==> src/rtl/axi4_lite_master_seq.sv <==
// axi4_lite_master_seq: single-outstanding AXI4-Lite master driven by a cmd/rsp handshake
// Optional response timeout (SLVERR + rsp_timeout) enabled by defining AXI4L_MST_SEQ_TIMEOUT_EN.
module axi4_lite_master_seq #(
    parameter int P_DATA_WIDTH = 32,
    parameter int P_ADDR_WIDTH = 8,
    parameter int P_TIMEOUT    = 255
) (
    input  logic                      clk,
    input  logic                      arst_n,
    input  logic                      cmd_valid,
    output logic                      cmd_ready,
    input  logic                      cmd_write,
    input  logic [P_ADDR_WIDTH-1:0]   cmd_addr,
    input  logic [P_DATA_WIDTH-1:0]   cmd_wdata,
    input  logic [P_DATA_WIDTH/8-1:0] cmd_wstrb,
    output logic                      rsp_valid,
    input  logic                      rsp_ready,
    output logic [P_DATA_WIDTH-1:0]   rsp_rdata,
    output logic [1:0]                rsp_resp,
`ifdef AXI4L_MST_SEQ_TIMEOUT_EN
    output logic                      rsp_timeout,
`endif
    output logic                      awvalid,
    input  logic                      awready,
    output logic [P_ADDR_WIDTH-1:0]   awaddr,
    output logic [2:0]                awprot,
    output logic                      wvalid,
    input  logic                      wready,
    output logic [P_DATA_WIDTH-1:0]   wdata,
    output logic [P_DATA_WIDTH/8-1:0] wstrb,
    input  logic                      bvalid,
    output logic                      bready,
    input  logic [1:0]                bresp,
    output logic                      arvalid,
    input  logic                      arready,
    output logic [P_ADDR_WIDTH-1:0]   araddr,
    output logic [2:0]                arprot,
    input  logic                      rvalid,
    output logic                      rready,
    input  logic [P_DATA_WIDTH-1:0]   rdata,
    input  logic [1:0]                rresp
);
    typedef enum logic [2:0] {IDLE, WR_REQ, WR_RESP, RD_REQ, RD_DATA, RSP} state_t;
    state_t state;
    logic aw_done, w_done, tmo;
    assign awprot = 3'b000;
    assign arprot = 3'b000;
`ifdef AXI4L_MST_SEQ_TIMEOUT_EN
    localparam int cnt_w = $clog2(P_TIMEOUT + 1) > 8 ? $clog2(P_TIMEOUT + 1) : 8;
    state_t prev;
    logic [cnt_w-1:0] cnt, elapsed;
    logic waiting;
    assign waiting = state inside {WR_REQ, WR_RESP, RD_REQ, RD_DATA};
    // elapsed restarts at zero in the first cycle of every new state
    assign elapsed = (state != prev) ? '0 : cnt + 1'b1;
    assign tmo     = waiting && (elapsed == cnt_w'(P_TIMEOUT - 1));
    always_ff @(posedge clk or negedge arst_n) begin
        if (!arst_n) begin
            prev        <= IDLE;
            cnt         <= '0;
            rsp_timeout <= 1'b0;
        end else begin
            prev        <= state;
            cnt         <= waiting ? elapsed : '0;
            rsp_timeout <= tmo || (rsp_timeout && !(rsp_valid && rsp_ready));
        end
    end
`else
    assign tmo = 1'b0;
`endif
    always_ff @(posedge clk or negedge arst_n) begin
        if (!arst_n) begin
            state     <= IDLE;
            cmd_ready <= 1'b0;
            rsp_valid <= 1'b0;
            rsp_rdata <= '0;
            rsp_resp  <= 2'b00;
            awvalid   <= 1'b0;
            awaddr    <= '0;
            wvalid    <= 1'b0;
            wdata     <= '0;
            wstrb     <= '0;
            bready    <= 1'b0;
            arvalid   <= 1'b0;
            araddr    <= '0;
            rready    <= 1'b0;
            aw_done   <= 1'b0;
            w_done    <= 1'b0;
        end else if (tmo) begin
            state     <= RSP;
            awvalid   <= 1'b0;
            wvalid    <= 1'b0;
            bready    <= 1'b0;
            arvalid   <= 1'b0;
            rready    <= 1'b0;
            rsp_valid <= 1'b1;
            rsp_resp  <= 2'b10;
            rsp_rdata <= '0;
        end else begin
            case (state)
                IDLE: begin
                    cmd_ready <= !(cmd_valid && cmd_ready);
                    if (cmd_valid && cmd_ready) begin
                        awaddr  <= cmd_addr;
                        araddr  <= cmd_addr;
                        wdata   <= cmd_wdata;
                        wstrb   <= cmd_wstrb;
                        aw_done <= 1'b0;
                        w_done  <= 1'b0;
                        awvalid <= cmd_write;
                        wvalid  <= cmd_write;
                        arvalid <= !cmd_write;
                        state   <= cmd_write ? WR_REQ : RD_REQ;
                    end
                end
                WR_REQ: begin
                    if (awvalid && awready) begin
                        awvalid <= 1'b0;
                        aw_done <= 1'b1;
                    end
                    if (wvalid && wready) begin
                        wvalid <= 1'b0;
                        w_done <= 1'b1;
                    end
                    if ((aw_done || (awvalid && awready)) && (w_done || (wvalid && wready))) begin
                        bready <= 1'b1;
                        state  <= WR_RESP;
                    end
                end
                WR_RESP: if (bvalid) begin
                    bready    <= 1'b0;
                    rsp_resp  <= bresp;
                    rsp_rdata <= '0;
                    rsp_valid <= 1'b1;
                    state     <= RSP;
                end
                RD_REQ: if (arready) begin
                    arvalid <= 1'b0;
                    rready  <= 1'b1;
                    state   <= RD_DATA;
                end
                RD_DATA: if (rvalid) begin
                    rready    <= 1'b0;
                    rsp_rdata <= rdata;
                    rsp_resp  <= rresp;
                    rsp_valid <= 1'b1;
                    state     <= RSP;
                end
                RSP: if (rsp_ready) begin
                    rsp_valid <= 1'b0;
                    cmd_ready <= 1'b1;
                    state     <= IDLE;
                end
                default: state <= IDLE;
            endcase
        end
    end
endmodule
==> config.mk <==
export PLATFORM = sky130hd
export DESIGN_NAME = axi4_lite_master_seq
export DESIGN_NICKNAME = d
export VERILOG_FILES = /design/src/rtl/axi4_lite_master_seq.sv
export SDC_FILE = /design/constraint.sdc
export NUM_CORES = 1
export LEC_CHECK = 0
export CAP_MARGIN = 20
export CORE_MARGIN = 4
export CORE_UTILIZATION = 40
export DETAILED_ROUTE_END_ITERATION = 6
export DONT_BUFFER_PORTS = 1
export GPL_ROUTABILITY_DRIVEN = 0
export GPL_TIMING_DRIVEN = 1
export MAX_ROUTING_LAYER = met4
export PLACE_DENSITY_LB_ADDON = 0.1
export SLEW_MARGIN = 10
export SYNTH_ARGS = -nofsm -noshare
export SYNTH_HDL_FRONTEND = slang
export SYNTH_SLANG_ARGS = --single-unit
export TNS_END_PERCENT = 1
==> constraint.sdc <==
create_clock -name clk -period 1.9 [get_ports clk]
set_input_delay 0.475 -clock clk [delete_from_list [all_inputs] [get_ports clk]]
set_output_delay 0.475 -clock clk [all_outputs]
set_load 0.02 [all_outputs]
==> flow_summary_export.csv <==
group,metric,value,unit
yosys,yosysSeqAreaShare,61.7,%
setup_path,r2r-start,"state[1]$_DFFE_PN0P_",
clock_tree,cts-root-buf,"clkbuf_8",
placed_design,post-place-ws,0.126,ns
global_route,grt_pass1_vias,2456,
setup_path,r2r_cells,4,
setup_path,cp.arrival,2.03,ns
layout,fin_cells,466,
clock_tree,cts_buffers,9,
sta,post-route-period-util,94.6,%
sta,timing.final.ws_setup,0.103,ns
sta,drv_slew,0,
pwr,peakVddDrop,0.000600,V
global_route,grt_usage,15.7,%
clock_tree,htreeDepth,3,
drt,routed_wl,8190,microns
drt,drt_pass1_iterations,4,
clock_tree,cts_resized,0,
sta,fin_crit,1.80,ns
layout,synthToLayoutAreaGrowth,6.75,%
yosys,synth_seq_cells,90,
drt,drt_iter0_markers,100,
layout,nets,443,
sta,timing.setup.tns,0,ns
placed_design,placedCellCount,450,
pwr,finalPower,7.06,mW
floorplan,io_pins,189,
floorplan,initial_core_util,41.5,%
setup_path,required,2.14,ns
setup_path,critPathKind,"flip-flop to flip-flop",
drt,drc,0,
clock_tree,clockBufferDepth,2,
pwr,p_int,3.99,mW
floorplan,core_area,8810,sq um
sta,setup-violations-final,0,
pwr,power_switching,3.07,mW
pwr,power.leakage,1.98,nW
yosys,synth_cells,360,
pwr,p_comb_share,20.9,%
pwr,p_clk_share,18.4,%
layout,final_common_cell,"nand2_1",
sta,hold_slack,-0.192,ns
yosys,yosysUniqueCellTypes,32,
clock_tree,clock_sinks,90,
setup_path,cp-start-kind,"flip-flop",
yosys,syn_area_per_cell,10.1,sq um
drt,vias,2418,
clock_tree,post-cts-setup-buffers,0,
global_route,grt_pass1_wl,13100,microns
sta,clock_skew,0.0131,ns
outcome,status,"finished, violations left",
layout,drive_gt1_share,9.50,%
placed_design,port_buffers,0,
global_route,antenna_found_initial,0,
floorplan,die_x,104,microns
pwr,seq_power_share,60.7,%
outcome,violations,"negative hold slack",
yosys,yosys_warnings,0,
flow_run,drv_cap,0,
sta,timing.fmax,557,MHz
clock_tree,clk_pin_slew,0.09,ns
pwr,swShare,43.5,%
sta,rsz0062_at_grt,"false",
global_route,grt_overflow,0,
drt,wire_per_inst,17.6,microns
floorplan,die-area,10700,sq um
floorplan,row_count,34,
clock_tree,cts_tree,"built",
sta,finalHoldViolations,90,
floorplan,die_y,104,microns
min_path,hold_path_class,"input pin to async pin",
setup_path,crit_fanout,29,
drt,ant_nets,0,
placed_design,place_hpwl,5620,microns
clock_tree,clock_latency,0.35,ns
placed_design,placed_area,3700,sq um
global_route,grt_max_degree,91,
layout,antenna_cells,0,
setup_path,endpoint_kind,"flip-flop",
layout,stdcell_area,3900,sq um
setup_path,r2r_end,"wdata[13]$_DFFE_PN0P_",
yosys,syn_area,3650,sq um
drt,via_per_inst,5.19,
pwr,power_density,1810,nW/um^2
setup_path,r2r_slack,0.10,ns
layout,final_cell_mix,"143 x nand2_1, 90 x dfrtp_1, 33 x a22o_1, 13 x buf_4",
registers in the layout, indices dropped and copies added, names as in the netlist, 2 cells and up:
register / count
rsp_rdata: 32
wdata: 32
araddr: 8
wstrb: 4
state: 3
rsp_resp: 2
stage by stage:
stage / hold slack (ns) / util (%)
floorplan: 0.179 / -
global placement: 0.181 / 42.0
detailed placement: 0.182 / 42.0
CTS: -0.217 / 44.3
global route: -0.233 / 44.3
finish: -0.192 / 44.3
cells in the mapped netlist:
cell | instances | area [sq um]
nand2_1 | 143 | 537
dfrtp_1 | 90 | 2250
a22o_1 | 33 | 289
buf_4 | 15 | 113
nor2_1 | 10 | 37.5
buf_2 | 9 | 45.0
clkbuf_1 | 9 | 33.8
a21oi_1 | 8 | 40.0
o21ai_0 | 6 | 30.0
a31oi_1 | 4 | 25.0
inv_1 | 4 | 15.0
buf_6 | 3 | 33.8
mux2i_1 | 3 | 30.0
a31o_2 | 2 | 17.5
and2_1 | 2 | 12.5
nand3_1 | 2 | 10.0
nand3b_1 | 2 | 15.0
a21o_1 | 1 | 7.51
a2bb2oi_1 | 1 | 8.76
a311oi_1 | 1 | 8.76
clkbuf_2 | 1 | 5.00
conb_1 | 1 | 3.75
mux2_1 | 1 | 11.3
nor4_1 | 1 | 6.26
nor4b_1 | 1 | 8.76
nor4bb_1 | 1 | 10.0
o21a_1 | 1 | 7.51
o22ai_1 | 1 | 6.26
o2bb2ai_1 | 1 | 8.76
or2_2 | 1 | 6.26
or4_1 | 1 | 7.51
xor2_1 | 1 | 8.76
logic make-up after synthesis:
kind of cell	after synthesis	synth area share [%]
simple gates	164	17.8
other cells	1	0.103
buf+inv	41	6.72
mux	4	1.13
xor+xnor	1	0.240
flops	90	61.7
compound gates	59	12.3
metal layers:
| layer | vias to the layer above | GRT usage, % | share of wire [%] |
|---|---|---|---|
| met2 | 121 | 23.8 | 46 |
| met1 | 1138 | 19.2 | 42 |
| met5 | - | - | 0 |
| met3 | 10 | 5.97 | 10 |
| li1 | 1149 | - | - |
| met4 | 0 | 5.79 | 1.2 |
worst max-delay path by stage:
stage | from | to | slack (ns) | cells past startpoint
floorplan | state[1]$_DFFE_PN0P_ | state[1]$_DFFE_PN0P_ | 0.28 | 5
global route | state[1]$_DFFE_PN0P_ | wdata[13]$_DFFE_PN0P_ | 0.03 | 4
CTS | state[1]$_DFFE_PN0P_ | wdata[13]$_DFFE_PN0P_ | 0.11 | 4
global placement | cmd_valid | araddr[1]$_DFFE_PN0P_ | 0.13 | 5
finish | state[1]$_DFFE_PN0P_ | wdata[13]$_DFFE_PN0P_ | 0.10 | 4
detailed placement | cmd_valid | araddr[1]$_DFFE_PN0P_ | 0.13 | 5
power by group through the flow:
stage / registers (mW) / clock network (mW) / logic [mW]
5_1_grt: 4.39 / 1.46 / 1.70
4_1_cts: 4.31 / 1.35 / 1.50
2_1_floorplan: 4.03 / 0 / 1.45
3_3_place_gp: 4.35 / 0 / 1.46
6_report: 4.28 / 1.30 / 1.48
3_5_place_dp: 4.32 / 0 / 1.51
final cells by class:
type | count | area, sq um
fill | 856 | 4910
sequential | 90 | 2250
multi-input combinational | 234 | 1180
tap | 108 | 135
clock buffer | 11 | 131
timing repair buffer | 14 | 118
clock inverter | 5 | 63.8
inverter | 4 | 15.0
worst max-delay path, stage by stage (launching register included):
cell	delay (ns)
dfrtp_1	0.44
or4_2	0.79
buf_4	0.29
nand2_1	0.10
nand2_1	0.06
No activity file was read; power rests on OpenSTA's default activity.
